==> config.mk <==
export PLATFORM = sky130hd
export DESIGN_NAME = csr_req_arbiter_flat
export DESIGN_NICKNAME = d
export VERILOG_FILES = /design/src/rtl/csr_req_arbiter_if.sv /design/src/rtl/csr_req_arbiter.sv /design/src/flat_wrapper.sv
export SDC_FILE = /design/constraint.sdc
export NUM_CORES = 1
export LEC_CHECK = 0
export ABC_AREA = 1
export CAP_MARGIN = 15
export CORE_ASPECT_RATIO = 1.1
export CORE_MARGIN = 2
export CORE_UTILIZATION = 30
export DETAILED_ROUTE_END_ITERATION = 10
export GPL_TIMING_DRIVEN = 0
export PLACE_DENSITY = 0.67
export SLEW_MARGIN = 30
export SYNTH_ARGS = -nofsm -noshare
export SYNTH_HDL_FRONTEND = slang
export SYNTH_SLANG_ARGS = --single-unit
==> constraint.sdc <==
create_clock -name clk_axi -period 2.4 [get_ports clk_axi]
set_clock_uncertainty 0.1 [all_clocks]
set_input_delay 0.48 -clock clk_axi [delete_from_list [all_inputs] [get_ports clk_axi]]
set_output_delay 0.48 -clock clk_axi [all_outputs]
set_load 0.05 [all_outputs]
==> src/rtl/csr_req_arbiter_if.sv <==
// Bundle of the write/read requester, CSR-side and counter signals of csr_req_arbiter.
// slave is the arbiter's view; master is the view of whoever drives the requests and the CSR block.
interface csr_req_arbiter_if #(
    parameter int unsigned CSR_AW = 16,
    parameter int unsigned CSR_DW = 32
);
    localparam int unsigned CNT_W = 16;

    logic              wr_req_valid_i;
    logic [CSR_AW-1:0] wr_req_addr_i;
    logic [CSR_DW-1:0] wr_req_data_i;
    logic              wr_req_ready_o;
    logic              wr_resp_valid_o;
    logic              wr_resp_error_o;
    logic              wr_resp_ready_i;

    logic              rd_req_valid_i;
    logic [CSR_AW-1:0] rd_req_addr_i;
    logic              rd_req_ready_o;
    logic              rd_resp_valid_o;
    logic [CSR_DW-1:0] rd_resp_data_o;
    logic              rd_resp_error_o;
    logic              rd_resp_ready_i;

    logic              csr_valid_o;
    logic              csr_rd_or_wr_o;
    logic [CSR_AW-1:0] csr_addr_o;
    logic [CSR_DW-1:0] csr_data_o;
    logic              csr_ready_i;
    logic [CSR_DW-1:0] csr_data_i;
    logic              csr_error_i;

    logic [CNT_W-1:0]  wr_cnt_o;
    logic [CNT_W-1:0]  rd_cnt_o;

    modport slave (
        input  wr_req_valid_i, wr_req_addr_i, wr_req_data_i, wr_resp_ready_i,
        input  rd_req_valid_i, rd_req_addr_i, rd_resp_ready_i,
        input  csr_ready_i, csr_data_i, csr_error_i,
        output wr_req_ready_o, wr_resp_valid_o, wr_resp_error_o,
        output rd_req_ready_o, rd_resp_valid_o, rd_resp_data_o, rd_resp_error_o,
        output csr_valid_o, csr_rd_or_wr_o, csr_addr_o, csr_data_o,
        output wr_cnt_o, rd_cnt_o
    );

    modport master (
        output wr_req_valid_i, wr_req_addr_i, wr_req_data_i, wr_resp_ready_i,
        output rd_req_valid_i, rd_req_addr_i, rd_resp_ready_i,
        output csr_ready_i, csr_data_i, csr_error_i,
        input  wr_req_ready_o, wr_resp_valid_o, wr_resp_error_o,
        input  rd_req_ready_o, rd_resp_valid_o, rd_resp_data_o, rd_resp_error_o,
        input  csr_valid_o, csr_rd_or_wr_o, csr_addr_o, csr_data_o,
        input  wr_cnt_o, rd_cnt_o
    );
endinterface

==> src/rtl/csr_req_arbiter.sv <==
// Round-robin arbiter funnelling one write and one read requester onto a single CSR port,
// one transaction in flight, with per-direction completion counters.
module csr_req_arbiter #(
    parameter int unsigned CSR_AW = 16,
    parameter int unsigned CSR_DW = 32
) (
    input logic              clk_axi,
    input logic              arst_axi,
    csr_req_arbiter_if.slave bus
);
    localparam int unsigned CNT_W    = 16;
    localparam logic        GRANT_WR = 1'b1;

    typedef enum logic [1:0] {IDLE, ISSUE, RD_CAPT, RESP} state_t;

    state_t            state_q;
    logic              last_grant_q;
    logic              dir_q;
    logic [CSR_AW-1:0] addr_q;
    logic [CSR_DW-1:0] data_q;
    logic              csr_valid_q;
    logic              wr_resp_valid_q;
    logic              wr_err_q;
    logic              rd_resp_valid_q;
    logic              rd_err_q;
    logic [CSR_DW-1:0] rd_data_q;
    logic [CNT_W-1:0]  wr_cnt_q;
    logic [CNT_W-1:0]  rd_cnt_q;

    logic              wr_win_c;
    logic              rd_win_c;
    logic              idle_c;

    // On a tie the requester that did not win last time is granted.
    assign wr_win_c = bus.wr_req_valid_i & (~bus.rd_req_valid_i | (last_grant_q != GRANT_WR));
    assign rd_win_c = bus.rd_req_valid_i & (~bus.wr_req_valid_i | (last_grant_q == GRANT_WR));
    // Gated by reset so ready cannot leak out while the block is held in reset.
    assign idle_c   = arst_axi & (state_q == IDLE);

    assign bus.wr_req_ready_o  = idle_c & wr_win_c;
    assign bus.rd_req_ready_o  = idle_c & rd_win_c;
    assign bus.wr_resp_valid_o = wr_resp_valid_q;
    assign bus.wr_resp_error_o = wr_err_q;
    assign bus.rd_resp_valid_o = rd_resp_valid_q;
    assign bus.rd_resp_error_o = rd_err_q;
    assign bus.rd_resp_data_o  = rd_data_q;
    assign bus.csr_valid_o     = csr_valid_q;
    assign bus.csr_rd_or_wr_o  = dir_q;
    assign bus.csr_addr_o      = addr_q;
    assign bus.csr_data_o      = data_q;
    assign bus.wr_cnt_o        = wr_cnt_q;
    assign bus.rd_cnt_o        = rd_cnt_q;

    // Transaction FSM with all response and CSR-side outputs registered.
    always_ff @(posedge clk_axi or negedge arst_axi) begin
        if (!arst_axi) begin
            state_q         <= IDLE;
            last_grant_q    <= 1'b0;
            dir_q           <= 1'b0;
            addr_q          <= '0;
            data_q          <= '0;
            csr_valid_q     <= 1'b0;
            wr_resp_valid_q <= 1'b0;
            wr_err_q        <= 1'b0;
            rd_resp_valid_q <= 1'b0;
            rd_err_q        <= 1'b0;
            rd_data_q       <= '0;
            wr_cnt_q        <= '0;
            rd_cnt_q        <= '0;
        end else begin
            case (state_q)
                IDLE: begin
                    if (wr_win_c) begin
                        dir_q        <= 1'b1;
                        addr_q       <= bus.wr_req_addr_i;
                        data_q       <= bus.wr_req_data_i;
                        last_grant_q <= GRANT_WR;
                        rd_data_q    <= '0;
                        csr_valid_q  <= 1'b1;
                        state_q      <= ISSUE;
                    end else if (rd_win_c) begin
                        dir_q        <= 1'b0;
                        addr_q       <= bus.rd_req_addr_i;
                        data_q       <= '0;
                        last_grant_q <= ~GRANT_WR;
                        csr_valid_q  <= 1'b1;
                        state_q      <= ISSUE;
                    end
                end
                ISSUE: begin
                    if (bus.csr_ready_i) begin
                        csr_valid_q <= 1'b0;
                        if (dir_q) begin
                            wr_err_q        <= bus.csr_error_i;
                            wr_resp_valid_q <= 1'b1;
                            state_q         <= RESP;
                        end else begin
                            state_q <= RD_CAPT;
                        end
                    end
                end
                RD_CAPT: begin
                    // CSR read data and error arrive one cycle after the accepted strobe.
                    rd_data_q       <= bus.csr_data_i;
                    rd_err_q        <= bus.csr_error_i;
                    rd_resp_valid_q <= 1'b1;
                    state_q         <= RESP;
                end
                RESP: begin
                    if (dir_q) begin
                        if (bus.wr_resp_ready_i) begin
                            wr_resp_valid_q <= 1'b0;
                            wr_cnt_q        <= wr_cnt_q + CNT_W'(1);
                            state_q         <= IDLE;
                        end
                    end else if (bus.rd_resp_ready_i) begin
                        rd_resp_valid_q <= 1'b0;
                        rd_cnt_q        <= rd_cnt_q + CNT_W'(1);
                        state_q         <= IDLE;
                    end
                end
                default: state_q <= IDLE;
            endcase
        end
    end
endmodule

==> src/flat_wrapper.sv <==
// flat-port wrapper written by rule: the top's interface ports become plain ports
module csr_req_arbiter_flat 
#(
    parameter int unsigned CSR_AW = 16,
    parameter int unsigned CSR_DW = 32
)
  (clk_axi, arst_axi, bus_wr_req_valid_i, bus_wr_req_addr_i, bus_wr_req_data_i, bus_wr_resp_ready_i, bus_rd_req_valid_i, bus_rd_req_addr_i, bus_rd_resp_ready_i, bus_csr_ready_i, bus_csr_data_i, bus_csr_error_i, bus_wr_req_ready_o, bus_wr_resp_valid_o, bus_wr_resp_error_o, bus_rd_req_ready_o, bus_rd_resp_valid_o, bus_rd_resp_data_o, bus_rd_resp_error_o, bus_csr_valid_o, bus_csr_rd_or_wr_o, bus_csr_addr_o, bus_csr_data_o, bus_wr_cnt_o, bus_rd_cnt_o);
  csr_req_arbiter_if #(.CSR_AW(CSR_AW), .CSR_DW(CSR_DW)) bus_i ();
  input logic clk_axi;
  input logic arst_axi;
  input wire logic [$bits(bus_i.wr_req_valid_i)-1:0] bus_wr_req_valid_i;
  input wire logic [$bits(bus_i.wr_req_addr_i)-1:0] bus_wr_req_addr_i;
  input wire logic [$bits(bus_i.wr_req_data_i)-1:0] bus_wr_req_data_i;
  input wire logic [$bits(bus_i.wr_resp_ready_i)-1:0] bus_wr_resp_ready_i;
  input wire logic [$bits(bus_i.rd_req_valid_i)-1:0] bus_rd_req_valid_i;
  input wire logic [$bits(bus_i.rd_req_addr_i)-1:0] bus_rd_req_addr_i;
  input wire logic [$bits(bus_i.rd_resp_ready_i)-1:0] bus_rd_resp_ready_i;
  input wire logic [$bits(bus_i.csr_ready_i)-1:0] bus_csr_ready_i;
  input wire logic [$bits(bus_i.csr_data_i)-1:0] bus_csr_data_i;
  input wire logic [$bits(bus_i.csr_error_i)-1:0] bus_csr_error_i;
  output wire logic [$bits(bus_i.wr_req_ready_o)-1:0] bus_wr_req_ready_o;
  output wire logic [$bits(bus_i.wr_resp_valid_o)-1:0] bus_wr_resp_valid_o;
  output wire logic [$bits(bus_i.wr_resp_error_o)-1:0] bus_wr_resp_error_o;
  output wire logic [$bits(bus_i.rd_req_ready_o)-1:0] bus_rd_req_ready_o;
  output wire logic [$bits(bus_i.rd_resp_valid_o)-1:0] bus_rd_resp_valid_o;
  output wire logic [$bits(bus_i.rd_resp_data_o)-1:0] bus_rd_resp_data_o;
  output wire logic [$bits(bus_i.rd_resp_error_o)-1:0] bus_rd_resp_error_o;
  output wire logic [$bits(bus_i.csr_valid_o)-1:0] bus_csr_valid_o;
  output wire logic [$bits(bus_i.csr_rd_or_wr_o)-1:0] bus_csr_rd_or_wr_o;
  output wire logic [$bits(bus_i.csr_addr_o)-1:0] bus_csr_addr_o;
  output wire logic [$bits(bus_i.csr_data_o)-1:0] bus_csr_data_o;
  output wire logic [$bits(bus_i.wr_cnt_o)-1:0] bus_wr_cnt_o;
  output wire logic [$bits(bus_i.rd_cnt_o)-1:0] bus_rd_cnt_o;
  assign bus_i.wr_req_valid_i = bus_wr_req_valid_i;
  assign bus_i.wr_req_addr_i = bus_wr_req_addr_i;
  assign bus_i.wr_req_data_i = bus_wr_req_data_i;
  assign bus_i.wr_resp_ready_i = bus_wr_resp_ready_i;
  assign bus_i.rd_req_valid_i = bus_rd_req_valid_i;
  assign bus_i.rd_req_addr_i = bus_rd_req_addr_i;
  assign bus_i.rd_resp_ready_i = bus_rd_resp_ready_i;
  assign bus_i.csr_ready_i = bus_csr_ready_i;
  assign bus_i.csr_data_i = bus_csr_data_i;
  assign bus_i.csr_error_i = bus_csr_error_i;
  assign bus_wr_req_ready_o = bus_i.wr_req_ready_o;
  assign bus_wr_resp_valid_o = bus_i.wr_resp_valid_o;
  assign bus_wr_resp_error_o = bus_i.wr_resp_error_o;
  assign bus_rd_req_ready_o = bus_i.rd_req_ready_o;
  assign bus_rd_resp_valid_o = bus_i.rd_resp_valid_o;
  assign bus_rd_resp_data_o = bus_i.rd_resp_data_o;
  assign bus_rd_resp_error_o = bus_i.rd_resp_error_o;
  assign bus_csr_valid_o = bus_i.csr_valid_o;
  assign bus_csr_rd_or_wr_o = bus_i.csr_rd_or_wr_o;
  assign bus_csr_addr_o = bus_i.csr_addr_o;
  assign bus_csr_data_o = bus_i.csr_data_o;
  assign bus_wr_cnt_o = bus_i.wr_cnt_o;
  assign bus_rd_cnt_o = bus_i.rd_cnt_o;
  csr_req_arbiter #(.CSR_AW(CSR_AW), .CSR_DW(CSR_DW)) u_core (.clk_axi(clk_axi), .arst_axi(arst_axi), .bus(bus_i));
endmodule
Word level (Yosys, flattened, before mapping)
Cells that the tools add are included.
{ "word_totals": {"wordCells": 80, "inputBits": 104, "register_bits": 120} }
{ "classes": {"bitwise_logic": 10, "addsub": 2, "eq_ne": 13, "mux": 28, "reduce_logical": 15} }
{ "op_table": {"columns": ["op", "count"], "rows": [
  ["32-bit two-way mux", 3],
  ["32-bit case mux with 2 select lines", 1],
  ["16-bit by 1-bit adder with 16-bit output (second input constant)", 2],
  ["16-bit two-way mux", 2],
  ["3-bit AND reduction", 5],
  ["1-bit two-way mux", 12],
  ["2-bit two-way mux", 6],
  ["2-bit nonzero test", 5],
  ["2-bit inequality test (second input constant)", 4],
  ["2-bit case mux with 4 select lines", 1],
  ["2-bit by 1-bit inequality test with 1-bit output (second input constant)", 3],
  ["1-bit case mux with 2 select lines", 3],
  ["1-bit AND", 5],
  ["5-bit AND reduction", 1],
  ["2-bit == test (second input constant)", 2],
  ["2-bit AND reduction", 2],
  ["4-bit AND reduction", 1],
  ["3-bit by 1-bit inequality test with 1-bit output (second input constant)", 1],
  ["3-bit by 2-bit inequality test with 1-bit output (second input constant)", 1],
  ["3-bit inequality test (second input constant)", 1],
  ["1-bit inverter", 3],
  ["2-bit by 1-bit == test with 1-bit output (second input constant)", 1],
  ["2-bit zero test", 1],
  ["1-bit bitwise OR", 2]
]} }

Longest topological paths before layout
Gate-level depths: netlist (run 1).
{ "logic_depth": {"word_depth": 6, "mapped_depth": 9, "ltp_nobuf": 8} }

Worst setup path after synthesis (run 1)
No wires, ideal clock.
{ "synth_path": {"path_kind": "input to output", "start": "input bus_wr_req_valid_i", "end": "output bus_rd_req_ready_o", "slack_ns": -0.250, "t_required_ns": 1.820, "path_stages": 3, "arrival_time_ns": 2.070, "path_cell_list": "buf_2 -> buf_1 -> a211oi_1"} }
{ "synth_between": {"elab_chain_cells": 4} }
{ "synth_rtl": {"columns": ["item", "line", "text"], "rows": [
  ["start: declaration", "flat_wrapper.sv:11", "input wire logic [$bits(bus_i.wr_req_valid_i)-1:0] bus_wr_req_valid_i;"],
  ["1-bit inverter", "csr_req_arbiter.sv:36", "assign rd_win_c = bus.rd_req_valid_i & (~bus.wr_req_valid_i | (last_grant_q == GRANT_WR));"],
  ["1-bit bitwise OR", "csr_req_arbiter.sv:36", null],
  ["1-bit AND", "csr_req_arbiter.sv:36", null],
  ["1-bit AND", "csr_req_arbiter.sv:41", "assign bus.rd_req_ready_o = idle_c & rd_win_c;"],
  ["end: declaration", "flat_wrapper.sv:24", "output wire logic [$bits(bus_i.rd_req_ready_o)-1:0] bus_rd_req_ready_o;"]
]} }
No other way between the ends.

Final worst setup path (run 1)
{ "layout_path": {"start": "input bus_rd_req_valid_i", "end": "output bus_wr_req_ready_o"} }
{ "layout_between": {"elab_chain_cells": 4} }
{ "layout_rtl": {"columns": ["item", "line", "text"], "rows": [
  ["start: declaration", "flat_wrapper.sv:15", "input wire logic [$bits(bus_i.rd_req_valid_i)-1:0] bus_rd_req_valid_i;"],
  ["1-bit inverter", "csr_req_arbiter.sv:35", "assign wr_win_c = bus.wr_req_valid_i & (~bus.rd_req_valid_i | (last_grant_q != GRANT_WR));"],
  ["1-bit bitwise OR", "csr_req_arbiter.sv:35", null],
  ["1-bit AND", "csr_req_arbiter.sv:35", null],
  ["1-bit AND", "csr_req_arbiter.sv:40", "assign bus.wr_req_ready_o = idle_c & wr_win_c;"],
  ["end: declaration", "flat_wrapper.sv:21", "output wire logic [$bits(bus_i.wr_req_ready_o)-1:0] bus_wr_req_ready_o;"]
]} }
No other way between the ends.

==> key figures, run 1 <==
Outcome
  – Status: complete, no violations

Worst setup path
  – Buffers and inverters on the worst path: 2
  – Worst EP required: 1.82 ns
  – Crit Path Class: in -> out
  – Crit path top cell by count: nand2_4
  – CP max FO: 17
  – Delay of the slowest critical-path stage: 0.51 ns
  – CP startpoint kind: primary input
  – Cell breakdown of the critical path: clkdlybuf4s50_1, nand2_4, nand2_4, nor2_1, buf_6
  – Crit end category: output pin
  – Worst EP arrival: 1.68 ns
  – Family with the most delay on the worst path: buffers and inverters
  – Critical-path top delay cell: clkdlybuf4s50_1

GRT
  – First-pass GRT wire length: 25.19 mm
  – GRT overflow: 0
  – Number of global-route vias before repair: 5004
  – Largest net degree at the start of global routing: 71
  – Tot GR Track Use: 0.1638
  – Initial antenna violation count: 1

Layout
  – Multi-input gate area: 1947 µm²
  – Area growth syn-to-layout: 58.89%
  – Layout cell share with drive strength beyond 1: 0.07904
  – Reg area: 3003 µm²
  – Final net count: 974
  – Fill cells: 1743
  – Design area: 8622 µm²

Power and ir drop
  – Clock Power Share: 0.220
  – Sequential power share: 0.275
  – Switching power: 5.064 mW
  – Comb pwr share: 0.505
  – Pwr/cell area: 1290 nW/µm²
  – Pwr Total: 11.12 mW
  – VDD IR max: 0.0007129 V
  – Int Pwr: 6.058 mW
  – Sw Ratio: 0.4553
  – Leakage: 3.896 nW

Clocking
  – CTS tree: done
  – Clock latency on the worst-skew pair: 0.40 ns
  – Max H-tree Level: 4
  – Num CTS Buffers: 17
  – Clk sinks: 120
  – Root Buffer: clkbuf_16
  – Deepest clock path buffer count: 2
  – Worst-path clk slew: 0.05 ns

Yosys
  – Cells taking the most area after synthesis: dfrtp_1 55%, nand2_1 8.2%, inv_1 6.8%, o21ai_0 6.4%, nand3_1 5.7%
  – Syn Nets: 730
  – Synth Cell Area: 5426 µm²
  – Flops & latches, synth: 120
  – Synth top area share: 0.5534
  – Sequential fraction of the synthesis area: 0.5534
  – Ys Warns: 0
  – Post-synth EDFFs: 0
  – Area leader, netlist: dfrtp_1
  – Post-synth ARST share: 1.000
  – Syn Area/Cell: 8.766 µm²
  – Post-synth top cells: 120 x dfrtp_1, 118 x nand2_1, 99 x inv_1
  – Cells after synthesis: 619
  – Synth Flop Type: dfrtp_1
  – Count leader, synth: dfrtp_1
  – Synth cell types: 31

STA
  – Slew @ Worst Pin: 0.5746 ns
  – Max-slew violations: 0
  – Fmax: 441.9 MHz
  – Setup violators final: 0
  – Unrepaired setup endpoints after global routing: no
  – Fin crit share: 0.9428
  – Hold Vio Cnt, Final: 0
  – Min cycle time layout: 2.263 ns
  – Worst setup margin: 0.1372 ns
  – Relative slew slack: 0.6157

Floorplanning
  – Core Area: 17740 µm²
  – Chip width: 132.2 µm
  – Die Y-Extent: 145.1 µm
  – I/O pins: 224
  – Initial core utilization: 0.3059
  – Site Rows: 51
  – Die area: 19180 µm²

Route
  – Routed vias: 4942
  – DR vias/cell: 4.444
  – Total wire length: 15.24 mm
  – Drt first pass iters: 4
  – Remaining DRCs: 0
  – Initial drt markers: 171
  – Wire length per cell: 13.71 µm
  – Post-DRT Antenna Nets: 0

Hold path
  – Worst min path class: reg -> reg

Job
  – Max-Cap Viols: 0

Place
  – GPL Wtd Cong: 0.8143
  – DP Wirelength: 11.17 mm
  – Post-place setup slack: -0.7871 ns
  – Area of placed instances: 7994 µm²
  – # port buffers: 223
[repair_timing]
action	CTS	global route
endpoints found under the hold margin	50	0
hold buffers	2	0
setup buffers	0	0
resized for setup	21	2
setup endpoints to repair	2	4
[registers in the layout, summed over array words and instances (netlist names)]
register                    flops
u_core.bus.wr_resp_valid_o      1
u_core.state_q                  2
u_core.bus.csr_valid_o          1
u_core.bus.wr_resp_error_o      1
u_core.bus.rd_resp_error_o      1
u_core.bus.csr_addr_o          16
u_core.bus.wr_cnt_o            16
u_core.bus.rd_resp_valid_o      1
u_core.bus.rd_cnt_o            16
u_core.bus.csr_rd_or_wr_o       1
u_core.bus.rd_resp_data_o      32
u_core.bus.csr_data_o          32
[per-stage QoR]
stage | TNS [ns] | util | cells | hold slack, ns
finish | 0 | 0.4860 | 1112 | 0.3787
global route | 0 | 0.4860 | 1112 | 0.3943
CTS | 0 | 0.4855 | 1111 | 0.3860
detailed placement | -1.570 | 0.4506 | 1081 | 0.3209
global placement | -525.45 | 0.4488 | 1080 | 0.3640
floorplan | 0 | - | 619 | 0.08441
[final cells by class]
cell class              count  share of cell area
clock inverters             9             0.01190
flip-flops and latches    120              0.3483
diodes                      1           0.0002902
repair buffers            226              0.2672
multi-input cells         374              0.2258
plain buffers              23             0.01509
well taps                 238             0.03454
clock buffers              20             0.05297
inverters                 101             0.04397
[worst reg2reg max path: stages (launching register included)]
cell and delay, ns:
dfrtp_1 0.43, inv_2 0.14, ha_1 0.15, buf_2 0.17, inv_1 0.14, o21ai_4 0.35, buf_2 0.28, o21ai_0 0.11
[power groups by stage]
stage                     Combinational, mW  Clock, mW  Sequential [mW]
after floorplan                        1.45          0             5.23
after global placement                 5.59          0             3.07
after detailed placement               5.63          0             3.09
after CTS                              5.67       2.52             3.06
after global routing                   5.98       2.62             3.15
final                                  5.61       2.45             3.06
[logic make-up (layout without fill, tap and decap cells)]
logic type                 Yosys count  count (layout)  share of synthesized area
xor gates and xnor gates            19              19                    0.03067
DFF                                120             120                     0.5534
buffers and inverters              125             379                    0.09338
other                                0               1                          0
AOI/OAI and AO/OA                   98              98                    0.09684
and+or+nand+nor                    250             250                     0.2096
adders and majority gates            7               7                    0.01614
[routing by layer]
metal	vias to the layer above	track usage	part of all wire
met5	-	0	0
met4	0	0.05914	0.021
met3	20	0.06115	0.077
met2	158	0.2716	0.48
met1	2300	0.1942	0.42
li1	2464	-	-
[final timing paths]
| kind | to | startpoint | slack (ns) | cells after the start |
|---|---|---|---|---|
| worst min-delay path | u_core.bus.csr_data_o[2] | u_core.bus.csr_data_o[2] | 0.38 | 2 |
| max in group asynchronous | u_core.bus.rd_cnt_o[0] | arst_axi | 1.30 | 3 |
| worst min register to register | u_core.bus.csr_data_o[2] | u_core.bus.csr_data_o[2] | 0.38 | 2 |
| worst max register to register | u_core.bus.rd_resp_data_o[28] | u_core.state_q[0] | 0.40 | 7 |
| min in group asynchronous | u_core.bus.wr_cnt_o[15] | arst_axi | 0.56 | 3 |
| worst max-delay path | bus_wr_req_ready_o | bus_rd_req_valid_i | 0.14 | 5 |
[cell usage in the layout (no fill, tap or decap), drive strengths merged]
master / count
a211oi: 1
bufinv: 2
dfrtp: 120
nor3b: 1
clkdlybuf4s50: 219
nand3b: 3
nand3: 66
o21ai: 79
nand4: 6
o211ai: 2
nand2: 122
diode: 1
a31oi: 16
nor2: 49
dlygate4sd3: 1
dlygate4sd2: 1
buf: 20
clkbuf: 28
xnor2: 8
clkinvlp: 3
clkinv: 4
inv: 101
ha: 7
nor3: 3
xor2: 11
Note: power is estimated with default switching activity, not from simulation.
==> run 2: changes to the inputs <==
--- a/config.mk
+++ b/config.mk
@@ -6,8 +6,7 @@
 export NUM_CORES = 1
 export LEC_CHECK = 0
 export ABC_AREA = 1
-export CAP_MARGIN = 15
-export CORE_ASPECT_RATIO = 1.1
+export CAP_MARGIN = 20
 export CORE_MARGIN = 2
 export CORE_UTILIZATION = 30
 export DETAILED_ROUTE_END_ITERATION = 10
==> constraint.sdc (replaced) <==
create_clock -name clk_axi -period 2.6 [get_ports clk_axi]
set_clock_uncertainty 0.1 [all_clocks]
set_input_delay 0.52 -clock clk_axi [delete_from_list [all_inputs] [get_ports clk_axi]]
set_output_delay 0.52 -clock clk_axi [all_outputs]
set_load 0.05 [all_outputs]
==> run 2 against run 1 <==
Effect of this change:
- the run now ends with negative hold slack left
- die area barely moved
- power shrank 7.3%
- via count is essentially flat
- register-to-register slack better by 0.11 ns
- worst setup slack lost 0.038 ns
- global-route usage increased by 0.16 points
- critical endpoint is now bus_rd_req_ready_o
- largest power group unchanged
- highest routed layer unchanged
==> key figures, run 2 (same netlist as run 1, synthesis figures left out) <==
Layout
  – Inserted Diodes: 0
  – Commonest non-fill, non-tap cell in the layout: clkdlybuf4s50_1
  – Layout cell share with drive strength beyond 1: 0.07754
  – Design area: 8612 µm²
  – Area growth syn-to-layout: 58.70%
  – Final net count: 975
  – Most frequent cells in the layout: 220 x clkdlybuf4s50_1, 120 x dfrtp_1, 118 x nand2_1

STA
  – Relative slew slack: 0.6291
  – Max-slew violations: 0
  – Unrepaired setup endpoints after global routing: no
  – Fin Setup TNS: 0 ns
  – Setup violators final: 0
  – Fmax: 399.9 MHz
  – Fin crit share: 0.9619
  – Hold Vio Cnt, Final: 3
  – Slew @ Worst Pin: 0.5546 ns
  – WHS: -0.002974 ns
  – Min cycle time layout: 2.501 ns

Worst setup path
  – Delay of the slowest critical-path stage: 0.47 ns
  – Critical-path top delay cell: clkdlybuf4s50_1
  – Crit Path Class: in -> out
  – Cell breakdown of the critical path: clkdlybuf4s50_1, buf_4, buf_2, a211oi_2, buf_4
  – Crit end category: output pin
  – Worst EP required: 1.98 ns
  – Worst EP arrival: 1.88 ns
  – Crit path top cell by count: buf_4
  – CP startpoint kind: primary input
  – CP max FO: 10

Route
  – Remaining DRCs: 0
  – Drt first pass iters: 4
  – Wire length per cell: 14.16 µm
  – Routed vias: 4938
  – Post-DRT Antenna Nets: 0
  – Initial drt markers: 163
  – Total wire length: 15.66 mm
  – DR vias/cell: 4.465

Outcome
  – Status: finished, violations left
  – Failing checks: negative hold slack

Place
  – Area of placed instances: 7983 µm²
  – # port buffers: 223
  – GPL Wtd Cong: 0.7988
  – DP Wirelength: 11.36 mm

GRT
  – First-pass GRT wire length: 25.41 mm
  – Tot GR Track Use: 0.1654
  – GRT overflow: 0
  – Largest net degree at the start of global routing: 75
  – Number of global-route vias before repair: 4848
  – Initial antenna violation count: 0

Power and ir drop
  – Sw Ratio: 0.4550
  – Comb pwr share: 0.502
  – Leakage: 3.905 nW
  – Clock Power Share: 0.224
  – Pwr/cell area: 1197 nW/µm²
  – Switching power: 4.691 mW
  – Sequential power share: 0.274
  – Int Pwr: 5.619 mW
  – VDD IR max: 0.0005505 V

Floorplanning
  – Die area: 19180 µm²
  – Site Rows: 49
  – Die Y-Extent: 138.5 µm
  – Chip width: 138.5 µm
  – I/O pins: 224
  – Initial core utilization: 0.3042
  – Core Area: 17840 µm²

Clocking
  – Clk sinks: 120
  – Deepest clock path buffer count: 2
  – Root Buffer: clkbuf_16
  – Worst-path clk slew: 0.05 ns
  – CTS tree: done
  – Num CTS Buffers: 17
  – Clock latency on the worst-skew pair: 0.41 ns
  – Max H-tree Level: 4

Job
  – Max-Cap Viols: 0

Hold path
  – Worst min path class: in -> async
[run 2: power groups by stage]
| stage | logic (mW) | registers (mW) | clock network (mW) |
|---|---|---|---|
| 3_3_place_gp | 5.16 | 2.83 | 0 |
| 3_5_place_dp | 5.22 | 2.85 | 0 |
| 5_1_grt | 5.50 | 2.91 | 2.47 |
| 4_1_cts | 5.23 | 2.83 | 2.38 |
| 6_report | 5.17 | 2.83 | 2.31 |
| 2_1_floorplan | 1.33 | 4.83 | 0 |
[run 2: what timing repair did]
action                                  CTS  global route
pin swaps                                 0             0
hold buffers                              3             0
setup buffers                             0             0
endpoints found under the setup margin    2             2
gates resized for setup                  14             4
hold endpoints to repair                 46             0
gates cloned                              0             0
[run 2: final cells by class]
cell class	instances	area, µm²
Tap cell	229	286.5
Inverter	101	379.1
Buffer	23	126.4
Sequential cell	120	3003
Clock buffer	24	481.7
Clock inverter	8	95.09
Multi-Input combinational cell	374	1929
Timing Repair Buffer	227	2311
Fill cell	1736	9229
[run 2: metrics by stage]
step,utilization,std cells,power [mW],setup WS [ns]
2_1_floorplan,-,619,6.162,0.1815
3_3_place_gp,0.4456,1071,7.996,-4.935
3_5_place_dp,0.4474,1072,8.065,-0.6944
4_1_cts,0.4824,1107,10.45,0.02766
5_1_grt,0.4827,1106,10.88,0.01256
6_report,0.4827,1106,10.31,0.09908
[run 2: worst paths after layout]
kind	endpoint	slack (ns)	start	cells past startpoint
worst min-delay path	u_core.bus.wr_cnt_o[13]	-0.003	arst_axi	2
worst min register to register	u_core.bus.csr_data_o[21]	0.38	u_core.bus.csr_data_o[21]	2
worst max register to register	u_core.bus.rd_resp_data_o[20]	0.51	u_core.state_q[0]	7
worst max-delay path	bus_rd_req_ready_o	0.1	bus_wr_req_valid_i	5
min in group clk_axi	u_core.bus.csr_data_o[21]	0.38	u_core.bus.csr_data_o[21]	2
max in group asynchronous	u_core.bus.wr_cnt_o[10]	1.54	arst_axi	3
[run 2: routing by layer]
| metal | track usage | vias up | part of all wire |
|---|---|---|---|
| met2 | 0.2637 | 128 | 0.47 |
| met1 | 0.2120 | 2320 | 0.45 |
| li1 | - | 2467 | - |
| met3 | 0.05126 | 23 | 0.063 |
| met5 | 0 | - | 0 |
| met4 | 0.06230 | 0 | 0.019 |
[run 2: critical path, delay by kind of cell]
| family | cells | cell delay (ns) |
|---|---|---|
| buffers and inverters | 4 | 1.13 |
| AO/OA/AOI/OAI | 1 | 0.23 |
==> run 3: changes to the inputs <==
--- a/config.mk
+++ b/config.mk
@@ -12,6 +12,7 @@
 export DETAILED_ROUTE_END_ITERATION = 10
 export GPL_TIMING_DRIVEN = 0
 export PLACE_DENSITY = 0.67
+export RECOVER_POWER = 50
 export SLEW_MARGIN = 30
 export SYNTH_ARGS = -nofsm -noshare
 export SYNTH_HDL_FRONTEND = slang
==> run 3 against run 2 <==
Effect of this change:
- the flow now finishes without violations
- wire length is the same
- sequential power hardly changed
- power decreased by 0.49%
- non-clock buffer count did not move
- register-to-register slack worse by 0.14 ns
- global-route usage unchanged
- clock-buffer cell count unchanged
- flip-flop and latch count did not move
- cell count did not move
- critical path type unchanged
- critical endpoint unchanged
- largest power group unchanged
==> key figures, run 3 (same netlist as run 1, synthesis figures left out) <==
Outcome
  – Status: complete, no violations

Route
  – Drt first pass iters: 4
  – Routed vias: 4951
  – Post-DRT Antenna Nets: 0
  – Remaining DRCs: 0
  – Total wire length: 15.66 mm
  – Wire length per cell: 14.16 µm
  – DR vias/cell: 4.476
  – Initial drt markers: 164

GRT
  – Initial antenna violation count: 1
  – GRT overflow: 0
  – Met1 global-route usage: 0.2120
  – Met2 Use GR: 0.2637
  – First-pass GRT wire length: 25.41 mm
  – GR met3 Demand/Resource: 0.05126
  – Largest net degree at the start of global routing: 75
  – Most crowded layer after global routing: met2
  – Number of global-route vias before repair: 4848
  – Tot GR Track Use: 0.1654

Worst setup path
  – R2R depth: 7
  – Crit Path Class: in -> out
  – CP max FO: 10
  – FF-to-FF setup slack: 0.37 ns
  – Worst EP required: 1.98 ns
  – Worst EP arrival: 1.84 ns
  – R2R Path End: u_core.bus.rd_resp_data_o[20]
  – Reg2reg start: u_core.state_q[0]
  – CP startpoint kind: primary input
  – Crit end category: output pin

STA
  – Unrepaired setup endpoints after global routing: no
  – Fmax: 406.3 MHz
  – Setup violators final: 0
  – Min cycle time layout: 2.461 ns
  – Relative slew slack: 0.2369
  – Hold Vio Cnt, Final: 0
  – Slew @ Worst Pin: 1.145 ns
  – Max-slew violations: 0
  – Fin crit share: 0.9465

Job
  – Max-Cap Viols: 0

Power and ir drop
  – Pwr/cell area: 1207 nW/µm²
  – Sequential power share: 0.276
  – Switching power: 4.660 mW
  – VDD IR max: 0.0005505 V
  – Comb pwr share: 0.499
  – Leakage: 3.883 nW
  – Clock Power Share: 0.225
  – Int Pwr: 5.599 mW
  – Sw Ratio: 0.4543

Floorplanning
  – Initial core utilization: 0.3042
  – Die area: 19180 µm²
  – Site Rows: 49
  – Die Y-Extent: 138.5 µm
  – I/O pins: 224
  – Chip width: 138.5 µm
  – Core Area: 17840 µm²

Clocking
  – Root Buffer: clkbuf_16
  – Num CTS Buffers: 17
  – Deepest clock path buffer count: 2
  – Setup bufs post-CTS: 0
  – Clk sinks: 120
  – Worst-path clk slew: 0.05 ns
  – Max H-tree Level: 4
  – Clock latency on the worst-skew pair: 0.41 ns
  – CTS tree: done

Layout
  – Final Non-Filler Cells: 1106
  – Commonest non-fill, non-tap cell in the layout: clkdlybuf4s50_1
  – Fill cells: 1756
  – Most frequent cells in the layout: 219 x clkdlybuf4s50_1, 120 x nand2_1, 120 x dfrtp_1
  – Design area: 8503 µm²
  – Inserted Diodes: 0
  – Final net count: 975
  – Area growth syn-to-layout: 56.70%
  – Layout cell share with drive strength beyond 1: 0.06157

Place
  – Area of placed instances: 7983 µm²
  – GPL Wtd Cong: 0.7988
  – Dpl cells: 1072
  – # port buffers: 223
  – DP Wirelength: 11.36 mm

Hold path
  – Worst min path class: in -> async
[run 3: how the worst max path moves through the flow]
stage                                   start                        end  cells past startpoint
finish                     bus_wr_req_valid_i         bus_rd_req_ready_o                      5
global route               bus_rd_req_valid_i  u_core.bus.csr_addr_o[12]                      6
CTS                        bus_wr_req_valid_i         bus_wr_req_ready_o                      6
detailed placement         bus_wr_req_valid_i         bus_rd_req_ready_o                      5
global placement                     arst_axi         bus_rd_req_ready_o                      4
floorplan           u_core.bus.csr_rd_or_wr_o         bus_wr_req_ready_o                      5
[run 3: layout make-up]
| cell class | instances | area, µm² | area share |
|---|---|---|---|
| Buffer | 23 | 125.1 | 0.01471 |
| Clock buffer | 24 | 481.7 | 0.05665 |
| Clock inverter | 8 | 95.09 | 0.01118 |
| Inverter | 101 | 379.1 | 0.04459 |
| Multi-Input combinational cell | 374 | 1856 | 0.2182 |
| Sequential cell | 120 | 3003 | 0.3531 |
| Tap cell | 229 | 286.5 | 0.03370 |
| Timing Repair Buffer | 227 | 2277 | 0.2678 |
[run 3: metal layers]
layer	up-vias	wire, µm	share of wire
met5	-	11	0.00070
met4	2	294	0.019
li1	2467	-	-
met3	25	982	0.063
met1	2327	7000	0.45
met2	130	7368	0.47
[run 3: what timing repair did]
item	4_1_cts	5_1_grt
endpoints found under the setup margin	2	2
hold endpoints to repair	46	0
hold buffers	3	0
resized for setup	14	4
[run 3: per-stage QoR]
stage | TNS (ns) | setup WS (ns) | hold WS [ns] | utilization | power, mW
2_1_floorplan | 0 | 0.1815 | 0.1244 | - | 6.162
3_3_place_gp | -501.22 | -4.935 | 0.3661 | 0.4456 | 7.996
3_5_place_dp | -1.340 | -0.6944 | 0.3432 | 0.4474 | 8.065
4_1_cts | 0 | 0.02766 | 0.002875 | 0.4824 | 10.45
5_1_grt | 0 | 0.01069 | 0.1871 | 0.4766 | 10.83
6_report | 0 | 0.1390 | 0.1492 | 0.4766 | 10.26
[run 3: worst max-delay path: stages]
cell and delay [ns]:
clkdlybuf4s50_1 0.44, buf_4 0.19, buf_2 0.22, a211oi_2 0.23
buf_4 0.23
[run 3: power groups by stage]
stage	Clock [mW]	Combinational [mW]	Sequential, mW
after detailed placement	0	5.22	2.85
final	2.31	5.12	2.83
after CTS	2.38	5.23	2.83
after global placement	0	5.16	2.83
after global routing	2.47	5.45	2.91
after floorplan	0	1.33	4.83
